File: config.mk
export PLATFORM = sky130hd
export DESIGN_NAME = ifetch_sequencer
export DESIGN_NICKNAME = d
export VERILOG_FILES = /design/src/rtl/ifetch_sequencer.sv
export SDC_FILE = /design/constraint.sdc
export NUM_CORES = 1
export LEC_CHECK = 0
export CORE_MARGIN = 1.5
export CORE_UTILIZATION = 45
export CTS_BUF_LIST = sky130_fd_sc_hd__clkbuf_16
export CTS_CLUSTER_SIZE = 30
export DETAILED_ROUTE_END_ITERATION = 6
export DONT_BUFFER_PORTS = 1
export GPL_ROUTABILITY_DRIVEN = 0
export GPL_TIMING_DRIVEN = 0
export PLACE_DENSITY = 0.65
export SYNTH_ARGS = -nofsm -noshare
export SYNTH_HDL_FRONTEND = slang
export SYNTH_SLANG_ARGS = --single-unit
File: constraint.sdc
create_clock -name clk_i -period 2.2 [get_ports clk_i]
set_clock_uncertainty 0.2 [all_clocks]
set_input_delay 0.44 -clock clk_i [delete_from_list [all_inputs] [get_ports clk_i]]
set_output_delay 0.44 -clock clk_i [all_outputs]
set_load 0.02 [all_outputs]
File: src/rtl/ifetch_sequencer.sv
`default_nettype none
// ============================================================================
// Module   : ifetch_sequencer
// Brief    : Single-outstanding instruction fetch sequencer with redirect
//            handling, stale-response discard and a saturating discard count.
// Revision : 1.0
// ============================================================================
module ifetch_sequencer #(
    parameter logic [31:0] RESET_PC = 32'h0000_0000
) (
    input  logic        clk_i,
    input  logic        rstn_i,
    input  logic        redirect_i,
    input  logic [31:0] redirect_pc_i,
    input  logic        stall_i,
    output logic        mem_req_o,
    output logic [31:0] mem_addr_o,
    input  logic        mem_gnt_i,
    input  logic        mem_rvalid_i,
    input  logic [31:0] mem_rdata_i,
    output logic        instr_valid_o,
    output logic [31:0] instr_o,
    output logic [31:0] instr_pc_o,
    output logic [7:0]  discard_cnt_o
);

    localparam logic [1:0]  c_st_idle  = 2'd0;
    localparam logic [1:0]  c_st_req   = 2'd1;
    localparam logic [1:0]  c_st_wait  = 2'd2;
    localparam logic [1:0]  c_st_hold  = 2'd3;
    localparam logic [31:0] c_pc_incr  = 32'd4;
    localparam logic [31:0] c_word_msk = 32'hFFFF_FFFC;
    localparam logic [31:0] c_reset_pc = RESET_PC & c_word_msk;

    logic [1:0]  r_state;
    logic [31:0] r_pc;
    logic [31:0] r_req_pc;
    logic        r_kill;
    logic        r_valid;
    logic [31:0] r_instr;
    logic [31:0] r_instr_pc;
    logic [7:0]  r_discard_cnt;

    logic [1:0]  w_state_nxt;
    logic [31:0] w_pc_nxt;
    logic [31:0] w_req_pc_nxt;
    logic        w_kill_nxt;
    logic        w_valid_nxt;
    logic [31:0] w_instr_nxt;
    logic [31:0] w_instr_pc_nxt;
    logic [7:0]  w_discard_cnt_nxt;

    logic [31:0] w_redirect_pc;
    logic [7:0]  w_discard_inc;

    assign w_redirect_pc = redirect_pc_i & c_word_msk;
    assign w_discard_inc = (r_discard_cnt == 8'hFF) ? r_discard_cnt : r_discard_cnt + 8'd1;

    always_ff @(posedge clk_i or negedge rstn_i) begin
        if (!rstn_i) begin
            r_state       <= c_st_idle;
            r_pc          <= c_reset_pc;
            r_req_pc      <= 32'h0;
            r_kill        <= 1'b0;
            r_valid       <= 1'b0;
            r_instr       <= 32'h0;
            r_instr_pc    <= 32'h0;
            r_discard_cnt <= 8'h0;
        end else begin
            r_state       <= w_state_nxt;
            r_pc          <= w_pc_nxt;
            r_req_pc      <= w_req_pc_nxt;
            r_kill        <= w_kill_nxt;
            r_valid       <= w_valid_nxt;
            r_instr       <= w_instr_nxt;
            r_instr_pc    <= w_instr_pc_nxt;
            r_discard_cnt <= w_discard_cnt_nxt;
        end
    end

    always_comb begin
        w_state_nxt       = r_state;
        w_pc_nxt          = r_pc;
        w_req_pc_nxt      = r_req_pc;
        w_kill_nxt        = r_kill;
        w_valid_nxt       = r_valid;
        w_instr_nxt       = r_instr;
        w_instr_pc_nxt    = r_instr_pc;
        w_discard_cnt_nxt = r_discard_cnt;

        case (r_state)
            c_st_idle: begin
                w_state_nxt = c_st_req;
            end
            c_st_req: begin
                if (mem_gnt_i) begin
                    w_req_pc_nxt = r_pc;
                    w_pc_nxt     = r_pc + c_pc_incr;
                    w_state_nxt  = c_st_wait;
                    // A grant in the redirect cycle still fetches the old path.
                    w_kill_nxt   = redirect_i;
                end
            end
            c_st_wait: begin
                if (mem_rvalid_i) begin
                    if (r_kill || redirect_i) begin
                        w_discard_cnt_nxt = w_discard_inc;
                        w_state_nxt       = c_st_req;
                    end else begin
                        w_instr_nxt    = mem_rdata_i;
                        w_instr_pc_nxt = r_req_pc;
                        w_valid_nxt    = 1'b1;
                        w_state_nxt    = c_st_hold;
                    end
                    w_kill_nxt = 1'b0;
                end else if (redirect_i) begin
                    w_kill_nxt = 1'b1;
                end
            end
            default: begin
                if (redirect_i || !stall_i) begin
                    w_valid_nxt = 1'b0;
                    w_state_nxt = c_st_req;
                end
            end
        endcase

        // Redirect overrides any sequential pc advance decided above.
        if (redirect_i) begin
            w_pc_nxt    = w_redirect_pc;
            w_valid_nxt = 1'b0;
        end
    end

    assign mem_req_o     = (r_state == c_st_req);
    assign mem_addr_o    = r_pc;
    assign instr_valid_o = r_valid;
    assign instr_o       = r_instr;
    assign instr_pc_o    = r_instr_pc;
    assign discard_cnt_o = r_discard_cnt;

endmodule
`default_nettype wire

# Yosys cells after proc, flatten, opt, wreduce, memory -nomap -nowiden
# Cells that the tools add are included.
# totals
ff_bits,140
latchBits,0
mem_bits_rw,0
romBits,0
input_bits,70
output_inout_bits,106
wordCells,54
mem_count,0
# classes
addsub,2
mul,0
n_div,0
n_lt_le_gt_ge,0
eq_ne,8
shifts,0
muxes,17
bitwise_logic,2
reduce_logical,17
# op_table
operator,count
32-bit two-way mux,3
"32-bit by 3-bit adder with 32-bit output, second input constant",1
3-bit AND reduction,3
"8-bit by 1-bit adder with 8-bit output, second input constant",1
"8-bit equality test, second input constant",1
2-bit two-way mux,4
4-bit AND reduction,2
1-bit two-way mux,7
"3-bit inequality test, second input constant",2
2-bit one-hot mux with 3 select lines,1
2-bit nonzero test,3
"2-bit by 1-bit inequality test with 1-bit output, second input constant",2
1-bit one-hot mux with 2 select lines,2
2-bit AND reduction,2
4-bit nonzero test,1
3-bit nonzero test,1
"2-bit by 1-bit equality test with 1-bit output, second input constant",1
"2-bit equality test, second input constant",1
2-bit zero test,1
1-bit logical OR,2
"2-bit inequality test, second input constant",1
1-bit NOT,2
2-bit OR reduction,1
1-bit zero test,1

# Depth between registers and ports, before layout
# logic_depth
ltp_word,5
depth_mapped,8
ltp_nobuf,6

# Worst setup path before layout
# OpenSTA, ideal clock, no wires.
# synth_timing
path_type,register -> register
startpoint,register r_state[1]
endpoint,"register r_pc[22], in the netlist mem_addr_o[22]"
setup_time_ns,0.082
arrival_time_ns,2.279
required_time_ns,1.918
path_slack_ns,-0.361
path_stages_with_launch,8
path_buffers,1
synth_period_minus_slack_ns,2.561
path_cell_list,dfrtp_1 -> inv_1 -> ha_1 -> buf_2 -> nand3_2 -> or4_4 -> or4_1 -> a31oi_1
# synth_via
elab_chain_cells,3
# synth_rtl
item,line_no,source
start: declaration,35,logic [1:0] r_state;
start signal: assignment,61,r_state <= c_st_idle;
start signal: assignment,70,r_state <= w_state_nxt;
2-bit by 1-bit equality test with 1-bit output,n/a,
net mem_req_o,16,"output logic mem_req_o,"
2-bit nonzero test (no line),n/a,
2-bit AND reduction (no line),n/a,
end signal: assignment,62,r_pc <= c_reset_pc;
end signal: assignment,71,r_pc <= w_pc_nxt;
end: declaration,36,logic [31:0] r_pc;
# The timed path passes the listed nets, and every way through them passes these cells.
# A chain may end at the register's enable or synchronous reset.

# Final worst setup path
# layout_timing
startpoint,register r_state[1]
endpoint,"register r_pc[17], in the netlist mem_addr_o[17]"
# Same word-level chain as after synthesis.

==> flow_metrics.tcl <==
set metrics [dict create \
    peakVddDrop_mv 0.744 \
    cp.arrival_ns 2.52 \
    yosysTopAreaCell "dfrtp_1" \
    p_leak_nw 3.30 \
    power.switching_mw 3.21 \
    synth_warnings 0 \
    synthCells 481 \
    synth-seq-cells 134 \
    path_class "reg -> reg" \
    post_synth_num_cell_types 40 \
    seqPwrFrac_pct 51.5 \
    cpLargestDelayFamily "simple AND/OR/NAND/NOR gates" \
    grt_max_degree 135 \
    power.internal_mw 5.98 \
    crit_chain "inv_2 > ha_4 > buf_8 > nand4_1 > buf_4 > or3_4 > or4_1 > a31oi_1" \
    start_kind "flip-flop" \
    grt_use_total_pct 22.1 \
    antenna_left 0 \
    holdWs_ns -0.483 \
    design_area_um2 7700 \
    die_y_um 117 \
    diodes 0 \
    insertion_delay_ns 0.42 \
    dr.pass1.iters 5 \
    grt_overflow 0 \
    drt_iter0_markers 239 \
    core_area_um2 12700 \
    synth_common_cells "134 x dfrtp_1, 88 x mux2_2, 37 x nand2_1, 24 x nor2_1, 23 x o21ai_0" \
    rows 41 \
    p_per_area_nw_per_um2 1190 \
    drive_gt1_share_pct 34.7 \
    max_stage_delay_ns 0.47 \
    status "finished, violations left" \
    viasPerCell 5.54 \
    vias 4240 \
    hold_path.class "in -> async" \
    clk_path_buf_depth 2 \
    async_flop_share_pct 100 \
    cp.required_ns 2.33 \
    p_clk_share_pct 27.4 \
    slowest_stage "or4_1" \
    rsz0062_at_grt "yes" \
    relSlewSlack_pct 61.0 \
    grt_pass1_vias 4463 \
    area_growth_pct 31.1 \
    total_power_mw 9.19 \
    maxSlewViolCount 0 \
    place_area_um2 6150 \
    ys_seq_area_share_pct 57.1 \
    dieArea_um2 13800 \
    ys.flop_type "dfrtp_1" \
    io_buffer_count 0 \
    cts_hold_repair.buffers 61 \
    die_w_um 117 \
    violations "negative hold slack, negative setup slack" \
    fillCellCount 1015 \
    htreeDepth 4 \
    setup_violations 15 \
    setup_ws_ns -0.190 \
    syn_avg_cell_area_um2 12.2 \
    cts_tree "built" \
    p_comb_share_pct 21.1 \
    period_share_pct 109 \
    grt_pass1_wl_mm 22.8 \
    synth_most_common_cell "dfrtp_1" \
    cts_buffers 17 \
    hold_viol_final 134 \
    drt-total-wl_mm 14.8 \
    fmax_mhz 418 \
    path_max_fanout 4 \
    sw_frac_of_total_pct 34.9 \
    initial_core_util_pct 46.4 \
    clk_pin_slew_worst_paths_ns 0.06 \
    period_needed_ns 2.39 \
    synth_top_cell_area_share_pct 57.1 \
    r2r_start "r_state[1]" \
    io_pins 176 \
    cp_num_buf_inv 3 \
    max-cap-violations 0 \
    cts_root_buf "clkbuf_16" \
    antenna_found_initial 0 \
    cp-startpoint "r_state[1]" \
    endpoint_kind "flip-flop" \
    route.detailed.drc 0 \
    synth_area_leaders "dfrtp_1 57%, mux2_2 17%, nand2_1 2.4%" \
    synth_edf_count 0 \
    tightest_slew_ns 0.585 \
    post-route-util_pct 60.8 \
    fin_nets 657 \
    synth_area_um2 5880 \
    numClockSinks 134 \
    post-dp-hpwl_mm 9.59 \
    wl_per_cell_um 19.3 \
]
flip-flops by register name (all words and copies together) (netlist names):
name,cells
discard_cnt_o,8
instr_o,32
instr_pc_o,30
instr_valid_o,1
mem_addr_o,30
r_kill,1
r_req_pc,30
r_state,2
routing by layer:
layer / vias to the layer above / global-route usage, % / wire [um]
met5: - / 0 / 0
met4: 0 / 8.59 / 295
met3: 27 / 6.75 / 1170
met2: 167 / 37.7 / 7360
met1: 2107 / 26.1 / 5940
li1: 1939 / - / -
power by group through the flow:
stage | logic [mW] | clock network (mW) | registers, mW
floorplan | 1.34 | 0 | 4.51
global placement | 1.51 | 0 | 4.70
detailed placement | 1.58 | 0 | 4.75
CTS | 1.82 | 2.58 | 4.72
global route | 2.13 | 2.69 | 4.86
finish | 1.94 | 2.52 | 4.73
worst register-to-register path, stage by stage (launching register included):
cell	delay, ns
dfrtp_1	0.41
inv_2	0.10
ha_4	0.18
buf_8	0.12
nand4_1	0.12
buf_4	0.18
or3_4	0.34
or4_1	0.47
a31oi_1	0.18
cell type report:
class                           instances  area (um^2)  area share [%]
Clock inverter                         15         98.8            1.28
Buffer                                 25          203            2.63
Sequential cell                       134         3380            43.9
Tap cell                              172          215            2.79
Clock buffer                           17          425            5.52
Timing Repair Buffer                   79          758            9.84
Inverter                               12         45.0           0.585
Multi-Input combinational cell        312         2580            33.5
placed cells by master (no fill, tap or decap), types with 8 or more instances in the layout:
cell type | netlist | final
a31oi_1 | 19 | 19
buf_4 | 4 | 24
clkbuf_1 | 17 | 8
clkbuf_16 | 0 | 17
dfrtp_1 | 134 | 111
dfrtp_2 | 0 | 23
dlygate4sd3_1 | 0 | 61
inv_1 | 12 | 13
mux2_2 | 88 | 88
nand2_1 | 37 | 34
nand3_1 | 11 | 10
nor2_1 | 24 | 24
o21ai_0 | 23 | 21
o31ai_1 | 12 | 11
or4_1 | 14 | 10
xor2_1 | 11 | 11
cells by family (layout without fill, tap and decap cells):
group / after synthesis / count (layout) / synth area share, %
DFF: 134 / 134 / 57.1
xor gates and xnor gates: 18 / 18 / 2.68
muxes: 90 / 90 / 17.2
other: 1 / 4 / 0.0638
AOI/OAI and AO/OA: 63 / 63 / 6.71
and+or+nand+nor: 131 / 131 / 12.0
adders and majority gates: 6 / 6 / 1.28
buffers and inverters: 38 / 148 / 3.00
worst paths after layout:
kind                       cells past startpoint        endpoint  slack, ns
setup / recovery                               8  mem_addr_o[17]      -0.19
setup reg to reg                               8  mem_addr_o[17]      -0.19
min in group clk_i                             2   instr_valid_o       0.07
max in group asynchronous                      0   mem_addr_o[4]       2.10
hold / removal                                 0      instr_o[5]      -0.48
hold reg to reg                                2    r_req_pc[18]       0.28
through the flow:
step / setup slack (ns) / instances / setup TNS [ns]
after floorplan: -0.0442 / 484 / -0.209
after global placement: -0.688 / 656 / -51.19
after detailed placement: -0.744 / 656 / -54.13
after CTS: -0.214 / 760 / -1.48
after global routing: -0.237 / 766 / -2.66
final: -0.190 / 766 / -1.31
repair_timing:
action / CTS / global route
hold endpoints to repair: 195 / 134
gates resized for setup: 44 / 33
setup endpoints to repair: 104 / 107
pin swaps: 15 / 17
buffers inserted: 12 / 9
(Power assumes the default switching activity.)
